## src/rtl/stopwatch_pkg.sv

```systemverilog
// Shared state encoding and digit limits for the stopwatch timekeeping stage.
package stopwatch_pkg;

    typedef enum logic [2:0] {
        ST_IDLE     = 3'd0,
        ST_RUN      = 3'd1,
        ST_STOP     = 3'd2,
        ST_LAP_RUN  = 3'd3,
        ST_LAP_STOP = 3'd4
    } sw_state_e;

    localparam logic [3:0] CS_MAX_DIGIT = 4'd9;
    localparam logic [3:0] SEC_TENS_MAX = 4'd5;

endpackage

```

## src/rtl/stopwatch_time_counter_bcd_digit_counter.sv

```systemverilog
// One BCD digit: counts 0..max when enabled, carries out on the max->0 step.
module bcd_digit_counter (
    input  logic       clk,
    input  logic       reset,
    input  logic       clr,
    input  logic       en,
    input  logic [3:0] max,
    output logic [3:0] q,
    output logic       carry
);

    logic [3:0] q_q, q_d;

    assign carry = en && (q_q == max);
    assign q     = q_q;

    // Next digit value: clear wins over increment.
    always_comb begin
        q_d = q_q;
        if (clr)
            q_d = 4'd0;
        else if (en)
            q_d = (q_q == max) ? 4'd0 : q_q + 4'd1;
    end

    // Digit register with synchronous active-low reset.
    always_ff @(posedge clk) begin
        if (!reset)
            q_q <= 4'd0;
        else
            q_q <= q_d;
    end

endmodule

```

## src/rtl/stopwatch_time_counter.sv

```systemverilog
// Stopwatch timekeeping: start/stop/lap/clear FSM, centisecond prescaler,
// six cascaded BCD digits (MM:SS.cc), lap freeze latch and registered outputs.
module stopwatch_time_counter
    import stopwatch_pkg::*;
#(
    parameter int TICKS_PER_CS = 1,
    parameter int MIN_MAX      = 59
) (
    input  logic       clk,
    input  logic       reset,
    input  logic       tick,
    input  logic       btn_start,
    input  logic       btn_lap,
    input  logic       btn_clear,
    output logic [3:0] cs_ones,
    output logic [3:0] cs_tens,
    output logic [3:0] sec_ones,
    output logic [3:0] sec_tens,
    output logic [3:0] min_ones,
    output logic [3:0] min_tens,
    output logic       running,
    output logic       lap_active,
    output logic       overflow
);

    localparam int              PS_W     = (TICKS_PER_CS > 1) ? $clog2(TICKS_PER_CS) : 1;
    localparam logic [PS_W-1:0] PS_LAST  = PS_W'(TICKS_PER_CS - 1);
    localparam logic [3:0]      MM_TENS  = 4'(MIN_MAX / 10);
    localparam logic [3:0]      MM_ONES  = 4'(MIN_MAX % 10);
    // Index 0 = cs_ones ... 5 = min_tens.
    localparam logic [5:0][3:0] DIG_MAX  = {CS_MAX_DIGIT, CS_MAX_DIGIT, SEC_TENS_MAX,
                                            CS_MAX_DIGIT, CS_MAX_DIGIT, CS_MAX_DIGIT};

    sw_state_e       state_q, state_d;
    logic [PS_W-1:0] ps_q, ps_d;
    logic [23:0]     lap_q, lap_d, disp_q, disp_d;
    logic            running_q, running_d, lap_act_q, lap_act_d;
    logic            wrap_q, wrap_d, ovf_q, ovf_d;
    logic            clr_cnt, count_en, cs_inc, min_wrap;
    logic [5:0]      dig_en, dig_clr, dig_carry;
    logic [5:0][3:0] live;

    // Control FSM: per-state button priority clear > start > lap; lap entry latches the pre-tick count.
    always_comb begin
        state_d = state_q;
        clr_cnt = 1'b0;
        lap_d   = lap_q;
        case (state_q)
            ST_IDLE:     if (btn_start) state_d = ST_RUN;
            ST_RUN: begin
                if (btn_start)
                    state_d = ST_STOP;
                else if (btn_lap) begin
                    state_d = ST_LAP_RUN;
                    lap_d   = live;
                end
            end
            ST_STOP: begin
                if (btn_clear) begin
                    state_d = ST_IDLE;
                    clr_cnt = 1'b1;
                end else if (btn_start)
                    state_d = ST_RUN;
            end
            ST_LAP_RUN: begin
                if (btn_start)    state_d = ST_LAP_STOP;
                else if (btn_lap) state_d = ST_RUN;
            end
            ST_LAP_STOP: begin
                if (btn_clear) begin
                    state_d = ST_IDLE;
                    clr_cnt = 1'b1;
                    lap_d   = 24'd0;
                end else if (btn_start)
                    state_d = ST_LAP_RUN;
                else if (btn_lap)
                    state_d = ST_STOP;
            end
            default:     state_d = ST_IDLE;
        endcase
    end

    // Prescaler: only ticks seen in a running registered state advance it; its wrap bumps the count.
    always_comb begin
        count_en = tick && (state_q == ST_RUN || state_q == ST_LAP_RUN);
        ps_d     = ps_q;
        cs_inc   = 1'b0;
        if (clr_cnt)
            ps_d = '0;
        else if (count_en) begin
            if (ps_q == PS_LAST) begin
                ps_d   = '0;
                cs_inc = 1'b1;
            end else
                ps_d = ps_q + PS_W'(1);
        end
    end

    // Digit chain enables/clears; minute wrap is decoded here since minutes stop at MIN_MAX, not 99.
    always_comb begin
        dig_en   = {dig_carry[4:0], cs_inc};
        // The tens carry only fires at 99, which coincides with the decode when MIN_MAX is 99.
        min_wrap = (dig_en[4] && live[5] == MM_TENS && live[4] == MM_ONES) || dig_carry[5];
        dig_clr  = {min_wrap, min_wrap, 4'b0000} | {6{clr_cnt}};
    end

    for (genvar i = 0; i < 6; i++) begin : g_dig
        bcd_digit_counter u_dig (
            .clk   (clk),
            .reset (reset),
            .clr   (dig_clr[i]),
            .en    (dig_en[i]),
            .max   (DIG_MAX[i]),
            .q     (live[i]),
            .carry (dig_carry[i])
        );
    end

    // Output stage: display source, status flags and a wrap flag delayed to line up with the zeroed display.
    always_comb begin
        lap_act_d = (state_q == ST_LAP_RUN) || (state_q == ST_LAP_STOP);
        running_d = (state_q == ST_RUN) || (state_q == ST_LAP_RUN);
        disp_d    = lap_act_d ? lap_q : live;
        wrap_d    = min_wrap;
        ovf_d     = wrap_q;
    end

    // State, prescaler, latch and output registers with synchronous active-low reset.
    always_ff @(posedge clk) begin
        if (!reset) begin
            state_q   <= ST_IDLE;
            ps_q      <= '0;
            lap_q     <= 24'd0;
            disp_q    <= 24'd0;
            running_q <= 1'b0;
            lap_act_q <= 1'b0;
            wrap_q    <= 1'b0;
            ovf_q     <= 1'b0;
        end else begin
            state_q   <= state_d;
            ps_q      <= ps_d;
            lap_q     <= lap_d;
            disp_q    <= disp_d;
            running_q <= running_d;
            lap_act_q <= lap_act_d;
            wrap_q    <= wrap_d;
            ovf_q     <= ovf_d;
        end
    end

    assign cs_ones    = disp_q[3:0];
    assign cs_tens    = disp_q[7:4];
    assign sec_ones   = disp_q[11:8];
    assign sec_tens   = disp_q[15:12];
    assign min_ones   = disp_q[19:16];
    assign min_tens   = disp_q[23:20];
    assign running    = running_q;
    assign lap_active = lap_act_q;
    assign overflow   = ovf_q;

endmodule

```

## config.mk

```make
export PLATFORM = sky130hd
export DESIGN_NAME = stopwatch_time_counter
export DESIGN_NICKNAME = d
export VERILOG_FILES = /design/src/rtl/stopwatch_pkg.sv /design/src/rtl/stopwatch_time_counter_bcd_digit_counter.sv /design/src/rtl/stopwatch_time_counter.sv
export SDC_FILE = /design/constraint.sdc
export NUM_CORES = 1
export LEC_CHECK = 0
export BUFFER_PORTS_ARGS = -buffer_cell sky130_fd_sc_hd__buf_2
export CAP_MARGIN = 20
export CORE_ASPECT_RATIO = 1.5
export CORE_MARGIN = 5
export CORE_UTILIZATION = 50
export DETAILED_ROUTE_END_ITERATION = 7
export GPL_TIMING_DRIVEN = 0
export PLACE_DENSITY = 0.69
export SLEW_MARGIN = 20
export SYNTH_ARGS = -nofsm -noshare
export SYNTH_HDL_FRONTEND = slang
export SYNTH_SLANG_ARGS = --single-unit
```

## constraint.sdc

```tcl
create_clock -name clk -period 2.94 [get_ports clk]
set_input_delay 0.588 -clock clk [delete_from_list [all_inputs] [get_ports clk]]
set_output_delay 0.588 -clock clk [all_outputs]
set_load 0.01 [all_outputs]
```

== Word level (Yosys, flattened, before mapping) ==
Cells that the tools add are included.
W data, S select, Z words.

* $add $sub $neg: 7
* $mul: 0
* Div/mod/pow operators: 0
* Magnitude comparators: 0
* Equality and inequality tests: 17
* Shift operators: 0
* Muxes and demuxes: 27
* Bitwise gates (word level): 2
* Reduce and logical (&&, ||, !) cells: 24

{| class="wikitable"
|+ Operators by type and width
! kind !! count
|-
| $mux W24 || 4
|-
| $pmux W24 S2 || 1
|-
| $mux W3 || 9
|-
| $add A4 B1 Y4 const B || 6
|-
| $mux W4 || 6
|-
| $eq A4 B4 Y1 const B || 5
|-
| $reduce_or A2 Y1 || 8
|-
| $pmux W3 S5 || 1
|-
| $logic_and A1 B1 Y1 || 9
|-
| $eq A4 B3 Y1 const B || 2
|-
| $eq A3 B2 Y1 const B || 2
|-
| $mux W1 || 6
|-
| $ne A2 B2 Y1 const B || 3
|-
| $ne A3 B3 Y1 const B || 2
|-
| $or A6 B6 Y6 || 1
|-
| $ne A4 B4 Y1 const B || 1
|-
| $reduce_and A4 Y1 || 1
|-
| $eq A3 B1 Y1 const B || 1
|-
| $eq A3 B3 Y1 const B || 1
|-
| $logic_not A3 Y1 || 1
|-
| $logic_or A1 B1 Y1 || 3
|-
| $reduce_and A3 Y1 || 1
|-
| $reduce_bool A2 Y1 || 1
|-
| $add A1 B1 Y1 const B || 1
|-
| $not A1 Y1 || 1
|}

* Register bits after elaboration: 80
* Bits in latches: 0
* Bits in writable memories: 0
* Bits in read-only memories: 0
* Input bits: 6
* Output and inout port bits: 27
* Word-level logic and storage cells: 91
* Memories kept: 0

== Depth between registers and ports, before layout ==
* Depth after elaboration: 14
* Mapped depth: 7
* Mapped depth without buffers: 4

== Hierarchy ==
From an unflattened synthesis, not the netlist that was laid out.

* Cells, all modules: 306
* Area total of the unflattened synthesis: 3435.8 um^2

{| class="wikitable"
|+ Modules (own cells, without submodules)
! module !! times used !! cells an instance !! area an instance (um^2) !! sequential area each (um^2)
|-
| stopwatch_time_counter || 1 || 156 || 1941.9 || 1101.1
|-
| bcd_digit_counter || 6 || 25 || 249.0 || 80.1
|}

== Worst setup path after synthesis ==
OpenSTA, ideal clock, no wires.

* Path kind: input to register
* Start point: in tick
* End point: reg g_dig[5].u_dig.q_q[2]
* Setup time: 132 ps
* Data arrival time: 1639 ps
* Data required time: 2808 ps
* Setup slack: 1169 ps
* Cell stages on the path: 7
* Buffers on the path: 3
* Path through: and4b_1 -> buf_4 -> nand3_2 -> buf_6 -> buf_2 -> o41ai_1 -> a21oi_1

* Word-level cells in the longest chain between the ends: 12
* Elaborated cells on any way between the ends: 14
* Classes of those cells: 2 x mux; 1 x bitwise; 11 x reduce/logical

{| class="wikitable"
|+ Ends and longest elaborated chain
! what !! line !! RTL
|-
| start, declared || stopwatch_time_counter.sv:11 || <nowiki>input logic tick,</nowiki>
|-
| $logic_and A1 B1 Y1 (*) || stopwatch_time_counter.sv:85 || <nowiki>count_en = tick && (state_q == ST_RUN || state_q == ST_LAP_RUN);</nowiki>
|-
| $mux W1 (*) || stopwatch_time_counter.sv:90 || <nowiki>else if (count_en) begin</nowiki>
|-
| $mux W1 (*) || stopwatch_time_counter.sv:88 || <nowiki>if (clr_cnt)</nowiki>
|-
| $logic_and A1 B1 Y1 (*) (4 in a row) || stopwatch_time_counter_bcd_digit_counter.sv:14 || <nowiki>assign carry = en && (q_q == max);</nowiki>
|-
| $logic_and A1 B1 Y1 (on tied branches) (2 in a row) || stopwatch_time_counter.sv:103, stopwatch_time_counter_bcd_digit_counter.sv:14 ||
|-
| $logic_or A1 B1 Y1 || stopwatch_time_counter.sv:103 || <nowiki>min_wrap = (dig_en[4] && live[5] == MM_TENS && live[4] == MM_ONES) || dig_carry[5];</nowiki>
|-
| $or A6 B6 Y6 || stopwatch_time_counter.sv:104 || <nowiki>dig_clr = {min_wrap, min_wrap, 4'b0000} | {6{clr_cnt}};</nowiki>
|-
| $reduce_or A2 Y1 (no line) || - ||
|-
| end signal, assigned || stopwatch_time_counter_bcd_digit_counter.sv:31 || <nowiki>q_q <= q_d;</nowiki>
|-
| end, declared || stopwatch_time_counter_bcd_digit_counter.sv:12 || <nowiki>logic [3:0] q_q, q_d;</nowiki>
|}

Mark *: on every way between the ends. The rest lies on a longest branch, timed or not.
A chain may end at the register's enable or synchronous reset.

== Final worst setup path ==
* Start point: reg state_q[0]
* End point: reg lap_q[19]

* Word-level cells in the longest chain between the ends: 3
* Elaborated cells on any way between the ends: 8
* Classes of those cells: 5 x eq/ne; 1 x mux; 2 x reduce/logical

{| class="wikitable"
|+ Ends and longest elaborated chain
! what !! line !! RTL
|-
| start, declared || stopwatch_time_counter.sv:34 || <nowiki>sw_state_e state_q, state_d;</nowiki>
|-
| start signal, assigned || stopwatch_time_counter.sv:140 || <nowiki>state_q <= state_d;</nowiki>
|-
| $eq A3 B3 Y1 or $eq A3 B1 Y1 (tied branches) || stopwatch_time_counter.sv:48 || <nowiki>case (state_q)</nowiki>
|-
| $ne A2 B2 Y1 (no line) or $reduce_bool A2 Y1 (tied branches) || - ||
|-
| $reduce_and A4 Y1 (no line) || - ||
|-
| end signal, assigned || stopwatch_time_counter.sv:142 || <nowiki>lap_q <= lap_d;</nowiki>
|-
| end, declared || stopwatch_time_counter.sv:36 || <nowiki>logic [23:0] lap_q, lap_d, disp_q, disp_d;</nowiki>
|}

Several ways; a longest one is shown, not always the timed one.

==> out/qor.csv <==
metric,value,unit
outcome,completed,
final setup violation count,0,
Core Rows,36,
layout net count,440,
number of unique standard cell types used by synthesis,53,
Worst Reg2Reg Path Length in Cells,6,
worst setup margin,762,ps
later-pin clock latency in the skew report,350,ps
Internal Pwr Total,0.00144,W
vertical die dimension,110,µm
TritonCTS clock tree,yes,
main combinational cell family by area after synthesis,simple AND/OR/NAND/NOR gates,
critical path class,register to register,
instance area at placement,3560,µm²
multi-input logic area,1540,µm²
power density normalized to cell area,501,nW/µm²
Overall Global Routing Usage,20.1,%
Worst EP arrival,2400,ps
total area of sequential cells,1580,µm²
RSZ-0062 raised after global routing,false,
Worst Hold Class,register to register,
post-synthesis cell area,3310,µm²
CTS Root Buffer Type,sky130_fd_sc_hd__clkbuf_8,
proportion of register bits with asynchronous set or reset after synthesis,0,%
depth of the worst hold-timing path,1,
antenna diode count,0,
required time worst endpoint,3160,ps
via count of the first global-routing pass,2736,
net switching power,0.000428,W
share of layout cells above drive strength 1,14.0,%
number of clock sinks seen by CTS,79,
"FF+latch count, synth",79,
biggest area contributors in the synthesized netlist,"sky130_fd_sc_hd__dfxtp_1 48%, sky130_fd_sc_hd__nand2_1 6.9%, sky130_fd_sc_hd__a22oi_1 6.6%",
filler cell count,618,
clk slew on worst S/H paths,70,ps
post-route ant nets,0,
relative max-transition margin,57.5,%
Ys Warns,0,
max frequency,459,MHz
per-instance average area after synthesis,8.46,µm²
max-capacitance violation count,0,
Clock Skew,5.48,ps
first-pass detailed-route iteration total,4,
DRC violation total after the first TritonRoute iteration,190,
count of cells resized by post-cts repair,0,
DIE WIDTH,76.4,µm
most frequent cells after synthesis,"79 x sky130_fd_sc_hd__dfxtp_1, 61 x sky130_fd_sc_hd__nand2_1, 42 x sky130_fd_sc_hd__a21oi_1, 38 x sky130_fd_sc_hd__nor2_1, 29 x sky130_fd_sc_hd__a22oi_1",
synthesized-area fraction occupied by adder cells,0,%
minimum period implied by the final worst setup slack,2180,ps
largest net degree at the start of global routing,12,
GP Congestion,0.881,
area fraction of the dominant cell type after synthesis,47.8,%
core area,6490,µm²
share of total power in the clock network,37.8,%
die area,8380,µm²
deepest level of the CTS H-tree,3,
ys flop type,sky130_fd_sc_hd__dfxtp_1,
Via Count,2921,
Area Overhead vs Synth,12.7,%
number of primary I/O pins,33,
buffers added on ports,32,
final hold violations,0,
initial core utilization,51.0,%
"count leader, synth",sky130_fd_sc_hd__dfxtp_1,
type of destination of the critical path,register,
setup slack at placement,649,ps
fraction of the mapped netlist area in compound gates,20.7,%
post-route cell area,3730,µm²
sequential power share,57.7,%
xor/xnor cell area share of the yosys netlist,1.85,%
sequential-to-total area share from yosys stat,47.8,%
switching share of total power,22.9,%
cell type contributing the most total cell area after synthesis,sky130_fd_sc_hd__dfxtp_1,
Post-CTS Setup Bufs,0,
count of mapped cells out of synthesis,391,
global route overflow,0,
combinational power share,4.5,%
startpoint class of the critical path,register,
Max rail drop VDD,0.000310,V
TritonCTS Buffers,9,
antenna violations before repair,0,
net count after synthesis,397,
detailed placement HPWL,5.72,mm
wire length of the first global-routing pass,13.2,mm
proportion of synthesized area in mux cells,0.303,%
CTS Buffer Depth,2,
total leakage power,1.33,nW
share of the clock period used by the worst path after layout,74.1,%
Post-CTS Hold Fix Bufs,0,
maximum net fanout on the critical path,10,
number of enable-type register cells in the synthesized netlist,0,
final-report max-slew violation count,0,
simple logic cell fraction of the synthesized area,23.7,%
total wirelength of the detailed-routed design,8.07,mm
Routed WL per cell,15.7,µm
total DRC errors in the routed layout,0,
post-detailed-route via-to-cell ratio,5.69,
slew at the pin closest to its max-slew limit,637,ps
setup TNS,0,ps
per-stage QoR:
stage,utilization [%],std cells,power (W),hold WS [ps]
finish,57.5,513,0.00187,448
detailed placement,54.9,499,0.00119,434
floorplan,-,391,0.00115,412
global placement,54.9,499,0.00119,419
CTS,57.5,513,0.00188,451
global route,57.5,513,0.00194,468
power by group through the flow:
stage               clock network, W  registers, W  logic (W)
floorplan                          0       0.00110  0.0000516
global placement                   0       0.00110  0.0000830
detailed placement                 0       0.00110  0.0000833
CTS                         0.000717       0.00108  0.0000838
global route                0.000766       0.00108  0.0000919
finish                      0.000705       0.00108  0.0000836
layer usage:
metal / track usage [%] / wire, µm
met3: 3.03 / 255
met2: 37.4 / 4220
met1: 20.9 / 3280
met4: 13.1 / 316
met5: 0 / 0
flip-flops by register name (all words and copies together), names as in the netlist:
name           flops
g_dig.u_dig.q     24
lap_active         1
overflow           1
state_q            3
running            1
disp_q            24
ovf_d              1
lap_q             24
critical path, stage by stage, from the launching register on:
cell	delay, ps
sky130_fd_sc_hd__dfxtp_1	330
sky130_fd_sc_hd__buf_2	190
sky130_fd_sc_hd__nor3b_2	530
sky130_fd_sc_hd__a22oi_1	350
sky130_fd_sc_hd__clkbuf_1	350
sky130_fd_sc_hd__a22oi_1	220
sky130_fd_sc_hd__nor2_1	70
area by class of cell:
cell class,instances,share of cell area [%]
Buffer,28,3.69
Tap cell,76,2.55
Clock inverter,1,0.134
Timing Repair Buffer,32,4.30
Clock buffer,13,4.26
Multi-Input combinational cell,271,41.3
Inverter,13,1.31
Sequential cell,79,42.4
placed cells by master (no fill, tap or decap), drive strengths merged, types with 2 or more instances in the layout:
cell	instances
and3	2
or3	4
inv	13
nor2	38
nand2b	4
o22ai	5
and4bb	3
dfxtp	79
nor4	2
nor2b	10
o21ai	11
buf	41
o32ai	2
a21oi	42
nand2	61
o21a	2
and2	3
nor3	3
clkbuf	32
nand3	4
and4b	2
o31ai	4
a22oi	29
xnor2	6
nand4	2
nor3b	6
or4	6
path summary, 6_finish.rpt:
kind                                              start  slack, ps                     end
worst max-delay path            state_q[0]$_SDFFE_PN0P_        760  lap_q[19]$_SDFFE_PN0P_
worst min-delay path                   ovf_d$_SDFF_PN0_        450     overflow$_SDFF_PN0_
worst max register to register  state_q[0]$_SDFFE_PN0P_        760  lap_q[19]$_SDFFE_PN0P_
worst min register to register         ovf_d$_SDFF_PN0_        450     overflow$_SDFF_PN0_
cells by family after synthesis:
group / count (synthesis)
flops: 79
buf+inv: 41
mux: 1
xor+xnor: 7
compound gates: 108
simple gates: 155
Note: power is estimated with default switching activity, not from simulation.
